## src/rtl/ahbl_pkg.sv

```systemverilog
// Shared AHB-Lite codes, SRAM-slave FSM states and
// byte-lane helpers for the SRAM controller.
package ahbl_pkg;

  localparam logic [1:0] HTRANS_IDLE   = 2'd0;
  localparam logic [1:0] HTRANS_BUSY   = 2'd1;
  localparam logic [1:0] HTRANS_NONSEQ = 2'd2;
  localparam logic [1:0] HTRANS_SEQ    = 2'd3;

  localparam logic [2:0] HSIZE_BYTE = 3'd0;
  localparam logic [2:0] HSIZE_HALF = 3'd1;
  localparam logic [2:0] HSIZE_WORD = 3'd2;

  localparam logic HRESP_OKAY  = 1'b0;
  localparam logic HRESP_ERROR = 1'b1;

  typedef enum logic [1:0] {
    ST_OK,
    ST_ERR1,
    ST_ERR2
  } state_e;

  function automatic logic [3:0] byte_mask(
    input logic [2:0] size,
    input logic [1:0] a
  );
    logic [3:0] m;
    m = 4'b0000;
    case (size)
      HSIZE_BYTE: m = 4'b0001 << a;
      HSIZE_HALF: m = a[1] ? 4'b1100 : 4'b0011;
      HSIZE_WORD: m = 4'b1111;
      default:    m = 4'b0000;
    endcase
    return m;
  endfunction

  function automatic logic size_legal(
    input logic [2:0] size,
    input logic [1:0] a
  );
    return (size == HSIZE_BYTE)
      | ((size == HSIZE_HALF) & ~a[0])
      | ((size == HSIZE_WORD) & (a == 2'b00));
  endfunction

endpackage

```

## src/rtl/ahbl_sram_wbuf.sv

```systemverilog
// One-entry write stash: parks a write that lost the SRAM port
// to a read, drains it on the next free cycle, merges into reads.
module ahbl_sram_wbuf
  import ahbl_pkg::*;
#(
  parameter int AW = 12
) (
  input  logic          clk,
  input  logic          rst_n,
  input  logic          rd_ap,
  input  logic          dp_wr,
  input  logic          dp_rd,
  input  logic [AW-1:0] dp_addr,
  input  logic [3:0]    dp_mask,
  input  logic [31:0]   wdata,
  input  logic [31:0]   sram_rdata,
  output logic          stash_v,
  output logic          drain,
  output logic [AW-1:0] stash_addr,
  output logic [3:0]    stash_mask,
  output logic [31:0]   stash_data,
  output logic [31:0]   rdata
);

  logic stash_we;
  logic hit;

  assign stash_we = dp_wr & rd_ap;
  assign drain    = stash_v & ~rd_ap & ~dp_wr;
  assign hit      = stash_v & (stash_addr == dp_addr);

  always_ff @(posedge clk or negedge rst_n) begin
    if (!rst_n) begin
      stash_v    <= 1'b0;
      stash_addr <= '0;
      stash_mask <= '0;
      stash_data <= '0;
    end else if (stash_we) begin
      stash_v    <= 1'b1;
      stash_addr <= dp_addr;
      stash_mask <= dp_mask;
      stash_data <= wdata;
    end else if (drain) begin
      stash_v    <= 1'b0;
    end
  end

  // Stashed bytes are newer than anything the SRAM returns
  always_comb begin
    rdata = '0;
    if (dp_rd) begin
      for (int i = 0; i < 4; i++) begin
        rdata[i*8 +: 8] = (hit & stash_mask[i])
          ? stash_data[i*8 +: 8]
          : sram_rdata[i*8 +: 8];
      end
    end
  end

endmodule

```

## src/rtl/ahbl_sram_ctrl.sv

```systemverilog
// Zero-wait-state AHB-Lite SRAM responder with one-entry write
// stash and two-cycle ERROR response for illegal transfers.
module ahbl_sram_ctrl
  import ahbl_pkg::*;
#(
  parameter int AW = 12
) (
  input  logic          HCLK,
  input  logic          HRESETn,
  input  logic          HSEL,
  input  logic [31:0]   HADDR,
  input  logic [1:0]    HTRANS,
  input  logic          HWRITE,
  input  logic [2:0]    HSIZE,
  input  logic [31:0]   HWDATA,
  input  logic          HREADY,
  output logic          HREADYOUT,
  output logic          HRESP,
  output logic [31:0]   HRDATA,
  input  logic [31:0]   SRAMRDATA,
  output logic [3:0]    SRAMWEN,
  output logic [31:0]   SRAMWDATA,
  output logic          SRAMCS0,
  output logic [AW-1:0] SRAMADDR
);

  state_e state, state_nx;

  logic          acc, legal, rd_ap, wr_ap, bad;
  logic          dp_rd, dp_wr;
  logic [AW-1:0] dp_addr, ap_addr;
  logic [3:0]    dp_mask;
  logic          stash_v, drain, wr_go;
  logic [AW-1:0] stash_addr;
  logic [3:0]    stash_mask;
  logic [31:0]   stash_data;
  logic          unused_ok;

  assign unused_ok = ^{HADDR[31:AW+2], HTRANS[0]};

  // Gating with reset keeps the SRAM idle while reset is held
  assign acc     = HRESETn & HSEL & HREADY & HTRANS[1];
  assign legal   = size_legal(HSIZE, HADDR[1:0]);
  assign rd_ap   = acc & legal & ~HWRITE;
  assign wr_ap   = acc & legal & HWRITE;
  assign bad     = acc & ~legal;
  assign ap_addr = HADDR[AW+1:2];
  assign wr_go   = dp_wr & ~rd_ap;

  always_ff @(posedge HCLK or negedge HRESETn) begin
    if (!HRESETn) begin
      state   <= ST_OK;
      dp_rd   <= 1'b0;
      dp_wr   <= 1'b0;
      dp_addr <= '0;
      dp_mask <= '0;
    end else begin
      state <= state_nx;
      dp_rd <= rd_ap;
      dp_wr <= wr_ap;
      if (rd_ap | wr_ap) begin
        dp_addr <= ap_addr;
        dp_mask <= byte_mask(HSIZE, HADDR[1:0]);
      end
    end
  end

  always_comb begin
    state_nx  = state;
    HREADYOUT = 1'b1;
    HRESP     = HRESP_OKAY;
    case (state)
      ST_OK: begin
        if (bad) state_nx = ST_ERR1;
      end
      ST_ERR1: begin
        HREADYOUT = 1'b0;
        HRESP     = HRESP_ERROR;
        state_nx  = ST_ERR2;
      end
      ST_ERR2: begin
        HRESP    = HRESP_ERROR;
        state_nx = bad ? ST_ERR1 : ST_OK;
      end
      default: state_nx = ST_OK;
    endcase
  end

  always_comb begin
    SRAMCS0   = 1'b0;
    SRAMWEN   = 4'b0000;
    SRAMADDR  = ap_addr;
    SRAMWDATA = HWDATA;
    unique case (1'b1)
      rd_ap: begin
        SRAMCS0 = 1'b1;
      end
      wr_go: begin
        SRAMCS0  = 1'b1;
        SRAMWEN  = dp_mask;
        SRAMADDR = dp_addr;
      end
      drain: begin
        SRAMCS0   = 1'b1;
        SRAMWEN   = stash_mask;
        SRAMADDR  = stash_addr;
        SRAMWDATA = stash_data;
      end
      default: ;
    endcase
  end

  ahbl_sram_wbuf #(.AW(AW)) u_wbuf (
    .clk        (HCLK),
    .rst_n      (HRESETn),
    .rd_ap      (rd_ap),
    .dp_wr      (dp_wr),
    .dp_rd      (dp_rd),
    .dp_addr    (dp_addr),
    .dp_mask    (dp_mask),
    .wdata      (HWDATA),
    .sram_rdata (SRAMRDATA),
    .stash_v    (stash_v),
    .drain      (drain),
    .stash_addr (stash_addr),
    .stash_mask (stash_mask),
    .stash_data (stash_data),
    .rdata      (HRDATA)
  );

endmodule

```

## config.mk

```make
export PLATFORM = sky130hd
export DESIGN_NAME = ahbl_sram_ctrl
export DESIGN_NICKNAME = d
export VERILOG_FILES = /design/src/rtl/ahbl_pkg.sv /design/src/rtl/ahbl_sram_wbuf.sv /design/src/rtl/ahbl_sram_ctrl.sv
export SDC_FILE = /design/constraint.sdc
export NUM_CORES = 1
export LEC_CHECK = 0
export BUFFER_PORTS_ARGS = -buffer_cell sky130_fd_sc_hd__buf_2
export CAP_MARGIN = 5
export CORE_ASPECT_RATIO = 2
export CORE_MARGIN = 2
export CORE_UTILIZATION = 40
export CTS_CLUSTER_DIAMETER = 30
export DETAILED_ROUTE_END_ITERATION = 7
export GPL_ROUTABILITY_DRIVEN = 0
export PLACE_DENSITY = 0.8
export SETUP_SLACK_MARGIN = 0.02
export SYNTH_ARGS = -nofsm -noshare
export SYNTH_HDL_FRONTEND = slang
export SYNTH_HIERARCHICAL = 1
export SYNTH_SLANG_ARGS = --single-unit
```

## constraint.sdc

```tcl
create_clock -name HCLK -period 6.2 [get_ports HCLK]
set_input_delay 1.24 -clock HCLK [delete_from_list [all_inputs] [get_ports HCLK]]
set_output_delay 1.24 -clock HCLK [all_outputs]
set_load 0.02 [all_outputs]
```

# ---- Word level (Yosys, flattened, before mapping)
# Cells that the tools add are included.
dict set report totals {
  ff_bits 69
  latch_bits 0
  ram_bits 0
  mem_bits_ro 0
  in_bits 106
  output_inout_bits 83
  elab_cells 66
  memories 0
}
dict set report op_classes {
  n_addsub 0
  multipliers 0
  n_div 0
  n_lt_le_gt_ge 0
  n_eq_ne 6
  shifts 1
  n_mux 18
  n_bitwise 26
  reduce_logical 6
}
# op count
set op_table {}
lappend op_table {{$mux W32} 2}
lappend op_table {{$mux W8} 4}
lappend op_table {{$pmux W12 S2} 1}
lappend op_table {{$and A1 B1 Y1} 18}
lappend op_table {{$eq A12 B12 Y1} 1}
lappend op_table {{$pmux W4 S3} 1}
lappend op_table {{$pmux W4 S2} 1}
lappend op_table {{$mux W1} 6}
lappend op_table {{$pmux W2 S3} 1}
lappend op_table {{$not A1 Y1} 5}
lappend op_table {{$logic_not A2 Y1} 2}
lappend op_table {{$mux W4} 1}
lappend op_table {{$shl A1 B2 Y4 const A} 1}
lappend op_table {{$eq A3 B1 Y1 const B} 1}
lappend op_table {{$eq A3 B2 Y1 const B} 1}
lappend op_table {{$logic_not A3 Y1} 1}
lappend op_table {{$or A1 B1 Y1} 3}
lappend op_table {{$reduce_or A3 Y1} 1}
lappend op_table {{$eq A2 B1 Y1 const B} 1}
lappend op_table {{$eq A2 B2 Y1 const B} 1}
lappend op_table {{$mux W2} 1}
lappend op_table {{$ne A2 B2 Y1 const B} 1}
lappend op_table {{$reduce_bool A2 Y1} 1}
lappend op_table {{$reduce_or A2 Y1} 1}

# ---- Longest topological paths before layout
# Gate-level depths: netlist of run 1.
dict set report depth {
  word_depth 11
  mapped_depth 7
  ltp_nobuf 6
}

# ---- Modules after synthesis
# Netlist of run 1, hierarchy kept.
# module instances cells_per_inst area_per_inst_um2 seq_area_each_um2
set by_module_without_submodules {}
lappend by_module_without_submodules {ahbl_sram_wbuf 1 209 2643.8 1226.2}
lappend by_module_without_submodules {ahbl_sram_ctrl 1 149 1607.8 500.5}

# ---- Worst setup path after synthesis of run 1
# OpenSTA, ideal clock, no wires.
dict set report synth_timing {
  path_type {input to output}
  startpoint {in HREADY}
  endpoint {out SRAMWDATA[25]}
  t_arrival_ns 2.973
  t_required_ns 4.960
  setup_slack_ns 1.987
  cell_stages 7
  cell_sequence {and4_1 o211ai_2 inv_1 nor3b_1 clkbuf_1 clkbuf_1 mux2_2}
}
dict set report synth_between {
  elab_chain_len 8
}
# item line
set synth_lines {}
lappend synth_lines {{from (decl)} ahbl_sram_ctrl.sv:16} ;# input logic HREADY,
lappend synth_lines {{$and A1 B1 Y1 (2 in series)} ahbl_sram_ctrl.sv:42} ;# assign acc = HRESETn & HSEL & HREADY & HTRANS[1];
lappend synth_lines {{$and A1 B1 Y1 (2 in series)} ahbl_sram_ctrl.sv:44} ;# assign rd_ap = acc & legal & ~HWRITE;
lappend synth_lines {{via rd_ap} ahbl_sram_ctrl.sv:29} ;# logic acc, legal, rd_ap, wr_ap, bad;
lappend synth_lines {{$not A1 Y1} ahbl_sram_wbuf.sv:29} ;# assign drain = stash_v & ~rd_ap & ~dp_wr;
lappend synth_lines {{$and A1 B1 Y1 (2 in series)} ahbl_sram_wbuf.sv:29}
lappend synth_lines {{via drain} ahbl_sram_ctrl.sv:33} ;# logic stash_v, drain, wr_go;
lappend synth_lines {{$mux W32} ahbl_sram_ctrl.sv:94} ;# unique case (1'b1)
lappend synth_lines {{to (decl)} ahbl_sram_ctrl.sv:22} ;# output logic [31:0] SRAMWDATA,
# The timed path passes the listed nets, and every way through them passes these cells.

# ---- Worst setup path after layout of run 1
dict set report layout_timing {
  startpoint {in HSIZE[2]}
  endpoint {out SRAMADDR[2]}
}
dict set report layout_between {
  elab_chain_len 10
  word_cells_on_any_way 14
  cone_classes {eq/ne: 2; mux: 1; bitwise: 10; reduce/logical: 1}
}
# item line
set layout_lines {}
lappend layout_lines {{from (decl)} ahbl_sram_ctrl.sv:14} ;# input logic [2:0] HSIZE,
lappend layout_lines {{$eq A3 B1 Y1} ahbl_pkg.sv:43} ;# | ((size == HSIZE_HALF) & ~a[0])
lappend layout_lines {{$and A1 B1 Y1} ahbl_pkg.sv:43}
lappend layout_lines {{$or A1 B1 Y1} ahbl_pkg.sv:43}
lappend layout_lines {{$or A1 B1 Y1 *} ahbl_pkg.sv:44} ;# | ((size == HSIZE_WORD) & (a == 2'b00));
lappend layout_lines {{$and A1 B1 Y1 * (2 in series)} ahbl_sram_ctrl.sv:44}
lappend layout_lines {{via rd_ap} ahbl_sram_ctrl.sv:29}
lappend layout_lines {{$not A1 Y1 *} ahbl_sram_wbuf.sv:29}
lappend layout_lines {{$and A1 B1 Y1 * (2 in series)} ahbl_sram_wbuf.sv:29}
lappend layout_lines {{via drain} ahbl_sram_ctrl.sv:33}
lappend layout_lines {{$pmux W12 S2 *} ahbl_sram_ctrl.sv:94}
lappend layout_lines {{to (decl)} ahbl_sram_ctrl.sv:24} ;# output logic [AW-1:0] SRAMADDR
# The timed path passes the listed nets; every way through them passes the cells marked *.

==> results of run 1 <==
## state kept, by name, indices dropped and copies added (netlist names)
signal and count:
u_wbuf/stash_data 32, dp_rd 1, state 2, dp_mask 4
u_wbuf/stash_mask 4, u_wbuf/stash_addr 12, u_wbuf/stash_v 1, dp_wr 1
dp_addr 12
## per-stage QoR
stage / utilization / cell area, um^2 / setup WS (ns) / power [W] / std cells
after CTS: 0.5301 / 5519 / 1.389 / 0.001265 / 664
after floorplan: - / 4252 / 1.987 / 0.0006460 / 358
after global placement: 0.5001 / 5206 / 1.458 / 0.0007216 / 648
after detailed placement: 0.5001 / 5206 / 1.407 / 0.0007312 / 648
final: 0.5301 / 5519 / 1.459 / 0.001249 / 664
after global routing: 0.5301 / 5519 / 1.303 / 0.001302 / 664
## cells in the final DEF, fill, tap and decap left out, types with 3 or more instances in the layout
master and count:
o21ai_0 11, nor2_1 6, a22o_2 4, ha_1 5
buf_2 168, clkbuf_16 9, a221o_1 6, clkbuf_8 3
nor2b_1 25, nand4_4 3, nand2_1 26, mux2_2 93
a21oi_1 3, nor4_4 3, a221o_2 6, inv_1 7
mux2i_1 32, buf_4 4, and2_1 12, xor2_1 12
dfrtp_1 69
## worst max-delay path by stage
stage | from | end | slack, ns
3_5_place_dp | HSIZE[2] | SRAMADDR[10] | 1.41
5_1_grt | HSIZE[0] | SRAMADDR[2] | 1.30
2_1_floorplan | HREADY | SRAMWDATA[25] | 1.99
4_1_cts | HSIZE[2] | SRAMADDR[10] | 1.39
3_3_place_gp | HSIZE[2] | SRAMADDR[10] | 1.46
6_report | HSIZE[2] | SRAMADDR[2] | 1.46
## per-layer routing
metal  part of all wire  wire, um
met5                  0         0
met1               0.36      3826
met4              0.041       443
met3              0.041       443
met2               0.56      6053
## power by group
| group | leakage [nW] | internal (W) | switching, W | total, W |
|---|---|---|---|---|
| clock | 0.152 | 0.000344 | 0.000184 | 0.000528 |
| sequential | 0.947 | 0.000476 | 0.0000276 | 0.000503 |
| combinational | 1.97 | 0.0000940 | 0.000124 | 0.000218 |
| total | 3.07 | 0.000913 | 0.000336 | 0.00125 |
## final cells by class
| cell class | count | area (um^2) |
|---|---|---|
| clock inverters | 3 | 42.54 |
| inverters | 7 | 26.28 |
| well taps | 137 | 171.4 |
| repair buffers | 172 | 870.8 |
| fillers | 935 | 4892 |
| multi-input cells | 263 | 2411 |
| flip-flops and latches | 69 | 1727 |
| clock buffers | 13 | 270.3 |
## worst reg2reg max path, delay by kind of cell (launching register included)
kind / cells / cell delay, ns
multiplexers: 1 / 0.47
AND/OR/NAND/NOR: 1 / 0.87
flip-flops: 1 / 0.43
## kinds of logic (layout without fill, tap and decap cells)
kind of cell,after synthesis,after routing,synth area share
buf+inv,26,195,0.02855
mux,125,125,0.3217
compound gates,35,35,0.06651
fa+ha+maj,5,5,0.01471
flops,69,69,0.4061
simple gates,86,86,0.1377
xor+xnor,12,12,0.02472
==> qor.csv, run 1 <==
metric,value,unit
clock.fmax,210.9,MHz
hold_viol,0,
diodes,0,
drv_cap,0,
overflow,0,
io_pins,189,
end_kind,output pin,
cts_sinks,69,
holdWs,0.5012,ns
status,"complete, no violations",
start_kind,input port,
peakVddDrop,0.1771,mV
htreeDepth,3,
cts.repair.resized,0,
synthToLayoutAreaGrowth,29.81,%
gr-usage-met2,0.3443,
finalSetupViolations,0,
synth_cells,358,
power.density,226.3,nW/um^2
finClkSkew,0.004288,ns
cts_tree,built,
die_h,149.8,um
synth_ff_type,dfrtp_1,
slowest_stage,a21oi_1,
max_slew_margin,0.2043,
clockRootBuffer,clkbuf_16,
num-nets-final,633,
synth_warnings,6,
start_util,0.4084,
ys_types,36,
grt_usage,0.1846,
wire_per_inst,16.22,um
io_buffers,169,
maxSlewViolCount,0,
cts_buffer_depth,2,
grt-busiest-layer,met2,
gr-usage-met1,0.1894,
syn_nets,469,
p_leak,3.073,nW
rsz0062_at_grt,no,
hold_class,register to register,
synth-async-reset-ratio,1.000,
drive_gt1_frac,0.5787,
synth_top_cell_area_share,0.4061,
dieArea,11520,um^2
crit_type,input port to output pin,
totalWireLength,10770,um
drt_iter0_drc,90,
whs_endpoint,dp_mask[2],
synth_common_cells,"93 x mux2_2, 69 x dfrtp_1, 32 x mux2i_1",
path_common_cell,buf_2,
synth-seq-area-share,0.4061,
netlist_area,4252,um^2
synth_top_area_cell,dfrtp_1,
r2r-end,u_wbuf/stash_mask[3],
synth_edf_count,0,
clk_pin_slew,0.05,ns
dp_hpwl,8024,um
post_cts_buffers,0,
layout_worst_path_cycle_share,0.7646,
rows,53,
detail-route-antenna-nets,0,
syn-mean-instance-area,11.88,um^2
dieWidth,76.90,um
r2r_start,dp_wr,
tightest_slew,1.189,ns
antenna_found_initial,0,
crit_path_max_incr_delay,0.83,ns
period_needed,4.741,ns
synth.area.top_cells,"dfrtp_1 41%, mux2_2 25%, mux2i_1 7.5%",
ff2ff_setup_slack,4.31,ns
ys_ff_latch,69,
core-area,10410,um^2
path_max_fanout,12,
drc,0,
crit_cells,8,
first_pass_iters,4,
grtUsageMet3,0.02895,
hold_buffers,0,
grt_max_degree,71,
crit_family,compound AO/OA/AOI/OAI gates,
yosysMostFrequentCell,mux2_2,
path_buf_inv,3,
r2r_cells,2,
grt_pass1_vias,3497,
clk_latency,0.33,ns
path_cells,"buf_2, nor4_4, o211ai_2, inv_1, nor3b_2, a21oi_1, a221o_2, buf_2",
cts_buffers,9,
cp.arrival,3.50,ns
required,4.96,ns
hp-start,dp_mask[2],
routed-via-count,3409,
via_per_inst,5.134,
whs_path_depth,2,
grt_pass1_wl,16660,um
tns,0,ns
Note: power is estimated with default switching activity, not from simulation.
==> run 2: changes to the inputs <==
--- a/config.mk
+++ b/config.mk
@@ -5,6 +5,7 @@
 export SDC_FILE = /design/constraint.sdc
 export NUM_CORES = 1
 export LEC_CHECK = 0
+export ABC_AREA = 1
 export BUFFER_PORTS_ARGS = -buffer_cell sky130_fd_sc_hd__buf_2
 export CAP_MARGIN = 5
 export CORE_ASPECT_RATIO = 2
@@ -13,7 +14,7 @@
 export CTS_CLUSTER_DIAMETER = 30
 export DETAILED_ROUTE_END_ITERATION = 7
 export GPL_ROUTABILITY_DRIVEN = 0
-export PLACE_DENSITY = 0.8
+export PLACE_DENSITY = 0.78
 export SETUP_SLACK_MARGIN = 0.02
 export SYNTH_ARGS = -nofsm -noshare
 export SYNTH_HDL_FRONTEND = slang
==> constraint.sdc (replaced) <==
create_clock -name HCLK -period 4.5 [get_ports HCLK]
set_input_delay 0.9 -clock HCLK [delete_from_list [all_inputs] [get_ports HCLK]]
set_output_delay 0.9 -clock HCLK [all_outputs]
set_load 0.02 [all_outputs]
==> qor.csv, run 2 <==
metric,value,unit
status,"complete, no violations",
clockRootBuffer,clkbuf_16,
finalSetupViolations,0,
final_cell_mix,"289 x nand2_1, 168 x buf_2, 132 x inv_1",
grt_usage,0.2041,
routed-via-count,4910,
clk_pin_slew,0.05,ns
synth-async-reset-ratio,1.000,
hold_viol,0,
synth_cells,758,
hold_buffers,0,
required,3.60,ns
cts_buffers,9,
hold_class,register to register,
synth-seq-area-share,0.3575,
core-area,11770,um^2
drc,0,
synth_warnings,6,
period_needed,3.858,ns
synth_common_cells,"290 x nand2_1, 132 x inv_1, 74 x nor2_1",
dieArea,13020,um^2
wire_per_inst,12.41,um
die_h,159.4,um
syn-mean-instance-area,6.372,um^2
post_cts_buffers,0,
detail-route-antenna-nets,0,
clock.fmax,259.2,MHz
tns,0,ns
ys_ff_latch,69,
p_leak,3.625,nW
cts_tree,built,
clk_latency,0.32,ns
dp_hpwl,9354,um
drv_cap,0,
largest_reg_flops,32,
tightest_slew,1.070,ns
maxSlewViolCount,0,
dpl_cell_area,5684,um^2
fill_cells,1204,
slowest_stage,inv_2,
antenna_found_initial,0,
yosysMostFrequentCell,nand2_1,
path_common_cell,buf_2,
num-nets-final,1017,
crit_type,input port to output pin,
first_pass_iters,4,
grt_pass1_wl,21050,um
synth_top_area_cell,dfrtp_1,
ys_types,30,
rows,56,
start_kind,input port,
totalWireLength,13080,um
synth_ff_type,dfrtp_1,
cts_buffer_depth,2,
rsz0062_at_grt,no,
crit_path_max_incr_delay,0.62,ns
cp.arrival,2.96,ns
start_util,0.4103,
end_kind,output pin,
drt_iter0_drc,220,
cts.repair.resized,0,
grt_pass1_vias,4560,
io_pins,189,
peakVddDrop,0.2336,mV
total_power,0.001679,W
overflow,0,
drive_gt1_frac,0.2321,
dieWidth,81.70,um
finClkSkew,0.005804,ns
path_cells,"buf_2, nor2_1, nand3_2, nand2_4, nand3_4, inv_1, nor3_2, inv_2, nand3_1, nand2_1, buf_2",
cts_sinks,69,
synth_edf_count,0,
via_per_inst,4.658,
path_max_fanout,45,
synthToLayoutAreaGrowth,23.24,%
multiInputGateArea,2372,um^2
regArea,1727,um^2
synth.area.top_cells,"dfrtp_1 36%, nand2_1 23%, inv_1 10%",
layout_worst_path_cycle_share,0.8573,
regMostFlops,u_wbuf/stash_data,
power.density,282.1,nW/um^2
synth_top_cell_area_share,0.3575,
diodes,0,
max_slew_margin,0.2869,
final_cell_area,5952,um^2
reg_top3,"u_wbuf/stash_data x32, dp_addr x12, u_wbuf/stash_addr x12",
htreeDepth,3,
final_common_cell,nand2_1,
netlist_area,4830,um^2
grt_max_degree,70,
syn_nets,869,
io_buffers,169,
-- run 2: cell count changes in the layout (fill, tap and decap cells not counted), sizes merged, moves of 4 or more --
cell / before / now
mux2: 93 / 6
o21ai: 12 / 23
a21oi: 3 / 34
xor2: 12 / 0
and2: 13 / 0
nor2: 7 / 78
nand2: 27 / 294
a221o: 12 / 0
mux2i: 32 / 0
a22o: 4 / 0
nand3: 0 / 34
nand4: 4 / 32
nor2b: 25 / 0
inv: 7 / 136
-- run 2: report_power, final --
group | switching (W) | internal (W)
combinational | 0.000231 | 0.000119
clock | 0.000240 | 0.000397
sequential | 0.0000355 | 0.000657
total | 0.000506 | 0.00117
-- run 2: logic make-up (layout without fill, tap and decap cells) --
logic type | after synthesis | count (layout) | synth area share
flops | 69 | 69 | 0.3575
xor+xnor | 2 | 2 | 0.003628
fa+ha+maj | 5 | 5 | 0.01295
simple gates | 441 | 441 | 0.3972
compound gates | 59 | 59 | 0.06192
buf+inv | 176 | 327 | 0.1528
mux | 6 | 6 | 0.01399
-- run 2: metrics by stage --
step / utilization / setup WS (ns) / hold WS (ns) / std cells
detailed placement: 0.4829 / 0.6650 / 0.4948 / 1040
global route: 0.5056 / 0.4415 / 0.5375 / 1054
floorplan: - / 1.050 / 0.4712 / 758
global placement: 0.4829 / 0.7213 / 0.4847 / 1040
CTS: 0.5056 / 0.6535 / 0.5124 / 1054
finish: 0.5056 / 0.6419 / 0.5082 / 1054
-- run 2: area by class of cell --
| class | count | area share |
|---|---|---|
| multi-input cells | 513 | 0.3986 |
| flip-flops and latches | 69 | 0.2901 |
| repair buffers | 173 | 0.1476 |
| inverters | 140 | 0.08829 |
| clock buffers | 13 | 0.04373 |
| well taps | 145 | 0.03048 |
| clock inverters | 1 | 0.001261 |
-- run 2: path summary, 6_finish.rpt --
| kind | startpoint | to | slack (ns) | depth (start not counted) |
|---|---|---|---|---|
| setup / recovery | HSIZE[2] | SRAMADDR[7] | 0.64 | 11 |
| hold / removal | dp_mask[1] | u_wbuf/stash_mask[1] | 0.51 | 1 |
| setup reg to reg | dp_wr | u_wbuf/stash_mask[3] | 2.28 | 3 |
| hold reg to reg | dp_mask[1] | u_wbuf/stash_mask[1] | 0.51 | 1 |
| max in group asynchronous | HRESETn | u_wbuf/stash_data[20] | 3.08 | 2 |
| min in group asynchronous | HRESETn | u_wbuf/stash_data[27] | 0.81 | 2 |
-- run 2: critical path, delay by kind of cell --
kind / cells / cell delay, ns
AND/OR/NAND/NOR: 7 / 0.94
buffers and inverters: 4 / 1.08
-- run 2: routing by layer --
metal,wire (um),part of all wire,track usage
met1,5239,0.40,0.2376
met5,0,0,0
met2,6963,0.53,0.3692
met4,310,0.024,0.07879
met3,563,0.043,0.02211
==> run 3: changes to the inputs <==
--- a/config.mk
+++ b/config.mk
@@ -6,7 +6,7 @@
 export NUM_CORES = 1
 export LEC_CHECK = 0
 export ABC_AREA = 1
-export BUFFER_PORTS_ARGS = -buffer_cell sky130_fd_sc_hd__buf_2
+export BUFFER_PORTS_ARGS = -buffer_cell sky130_fd_sc_hd__buf_4
 export CAP_MARGIN = 5
 export CORE_ASPECT_RATIO = 2
 export CORE_MARGIN = 2
==> constraint.sdc (replaced) <==
create_clock -name HCLK -period 3.6 [get_ports HCLK]
set_input_delay 0.72 -clock HCLK [delete_from_list [all_inputs] [get_ports HCLK]]
set_output_delay 0.72 -clock HCLK [all_outputs]
set_load 0.02 [all_outputs]
==> qor.csv, run 3 (synthesized netlist as in run 2, its figures left out) <==
metric,value,unit
clk_latency,0.32,ns
synthToLayoutAreaGrowth,34.20,%
antenna_found_initial,0,
start_util,0.4103,
dpl_cell_area,6140,um^2
core-area,11770,um^2
p_leak,3.794,nW
stdcell_count,1059,
diodes,0,
end_kind,output pin,
rsz0062_at_grt,no,
dieWidth,81.70,um
r2r_start,dp_wr,
wire_per_inst,12.54,um
switching_share,0.2750,
hold_viol,0,
intPower,0.001713,W
finalSetupViolations,0,
drc,0,
grt_max_degree,70,
clk_pin_slew,0.05,ns
dp_cells,1043,
clockRootBuffer,clkbuf_16,
overflow,0,
start_kind,input port,
whs_endpoint,u_wbuf/stash_mask[2],
status,"complete, no violations",
largest_reg_flops,32,
peakVddDrop,0.3435,mV
r2r-end,u_wbuf/stash_mask[3],
io_pins,189,
cp.arrival,2.50,ns
drive_gt1_frac,0.2363,
whs_path_depth,1,
die_h,159.4,um
clock.fmax,310.7,MHz
tns,0,ns
detail-route-antenna-nets,0,
hold_class,register to register,
layout_worst_path_cycle_share,0.8939,
maxSlewViolCount,0,
grt_pass1_vias,4522,
via_per_inst,4.677,
cts_sinks,69,
totalWireLength,13280,um
io_buffers,169,
p_sw,0.0006499,W
clkPwrFrac,0.429,
final_cell_mix,"289 x nand2_1, 175 x buf_4, 132 x inv_1",
drv_cap,0,
num-nets-final,1020,
r2r_cells,3,
p_seq_frac,0.365,
cts_buffers,9,
ff2ff_setup_slack,1.39,ns
cts.repair.resized,0,
grt_usage,0.2056,
routed-via-count,4953,
hp-start,dp_mask[2],
cts_tree,built,
path_max_fanout,19,
htreeDepth,3,
dp_hpwl,9634,um
reg_top3,"u_wbuf/stash_data x32, dp_addr x12, u_wbuf/stash_addr x12",
grt_pass1_wl,21250,um
finClkSkew,0.004218,ns
pwr-share-comb,0.206,
max_slew_margin,0.2707,
required,2.88,ns
rows,56,
cts_buffer_depth,2,
dieArea,13020,um^2
drt_iter0_drc,241,
tightest_slew,1.094,ns
holdWs,0.5051,ns
first_pass_iters,5,
crit_type,input port to output pin,
total_power,0.002363,W
power.density,364.6,nW/um^2
final_common_cell,nand2_1,
post_cts_buffers,0,
hold_buffers,0,
regMostFlops,u_wbuf/stash_data,
final_cell_area,6481,um^2
period_needed,3.218,ns
run 3: cell count changes in the layout (fill, tap and decap cells not counted), sizes merged:
cell and delta:
buf +3, bufinv +3, clkbuf -1, clkinv +1, clkinvlp -1
run 3: area by class of cell:
type	count	area (um^2)
clock buffer	12	246.5
clock inverter	4	95.09
fill	1175	5290
inverter	140	525.5
multi-input combinational	513	2372
sequential	69	1727
tap	145	181.4
timing repair buffer	176	1334
run 3: routing by layer:
| layer | GRT usage | up-vias | wire [um] |
|---|---|---|---|
| met5 | 0 | - | 0 |
| met2 | 0.3696 | 131 | 7124 |
| met3 | 0.01814 | 25 | 577 |
| met4 | 0.09091 | 0 | 370 |
| met1 | 0.2388 | 2207 | 5209 |
| li1 | - | 2590 | - |
run 3: worst max-delay path by stage:
stage / from / endpoint / slack, ns / depth (start not counted)
3_5_place_dp: HADDR[0] / SRAMADDR[9] / 0.38 / 13
2_1_floorplan: HADDR[0] / SRAMWDATA[12] / 0.51 / 11
4_1_cts: HADDR[0] / SRAMADDR[9] / 0.37 / 13
6_report: HADDR[0] / SRAMADDR[9] / 0.38 / 13
3_3_place_gp: HADDR[0] / SRAMADDR[9] / 0.42 / 13
5_1_grt: HSIZE[2] / SRAMADDR[5] / 0.19 / 12
run 3: power by group through the flow:
| stage | Clock (W) | Sequential [W] | Combinational [W] |
|---|---|---|---|
| finish | 0.00101 | 0.000863 | 0.000487 |
| global route | 0.00106 | 0.000870 | 0.000543 |
| CTS | 0.00104 | 0.000863 | 0.000492 |
| detailed placement | 0 | 0.000876 | 0.000490 |
| global placement | 0 | 0.000875 | 0.000483 |
| floorplan | 0 | 0.000866 | 0.000310 |
run 3: critical path, cell delays in order:
cell and delay, ns:
buf_4 0.11, nand2_1 0.05, nand2_1 0.13, nand2_4 0.08, nand3_4 0.18, inv_1 0.13
nor3_2 0.33, buf_4 0.32, nand2_1 0.07, nand2_1 0.11, clkinv_1 0.07, nand2_1 0.05
buf_4 0.13
run 3: stage by stage:
stage / utilization / setup slack, ns
4_1_cts: 0.5506 / 0.3660
5_1_grt: 0.5506 / 0.1891
2_1_floorplan: - / 0.5099
6_report: 0.5506 / 0.3819
3_5_place_dp: 0.5216 / 0.3761
3_3_place_gp: 0.5216 / 0.4153
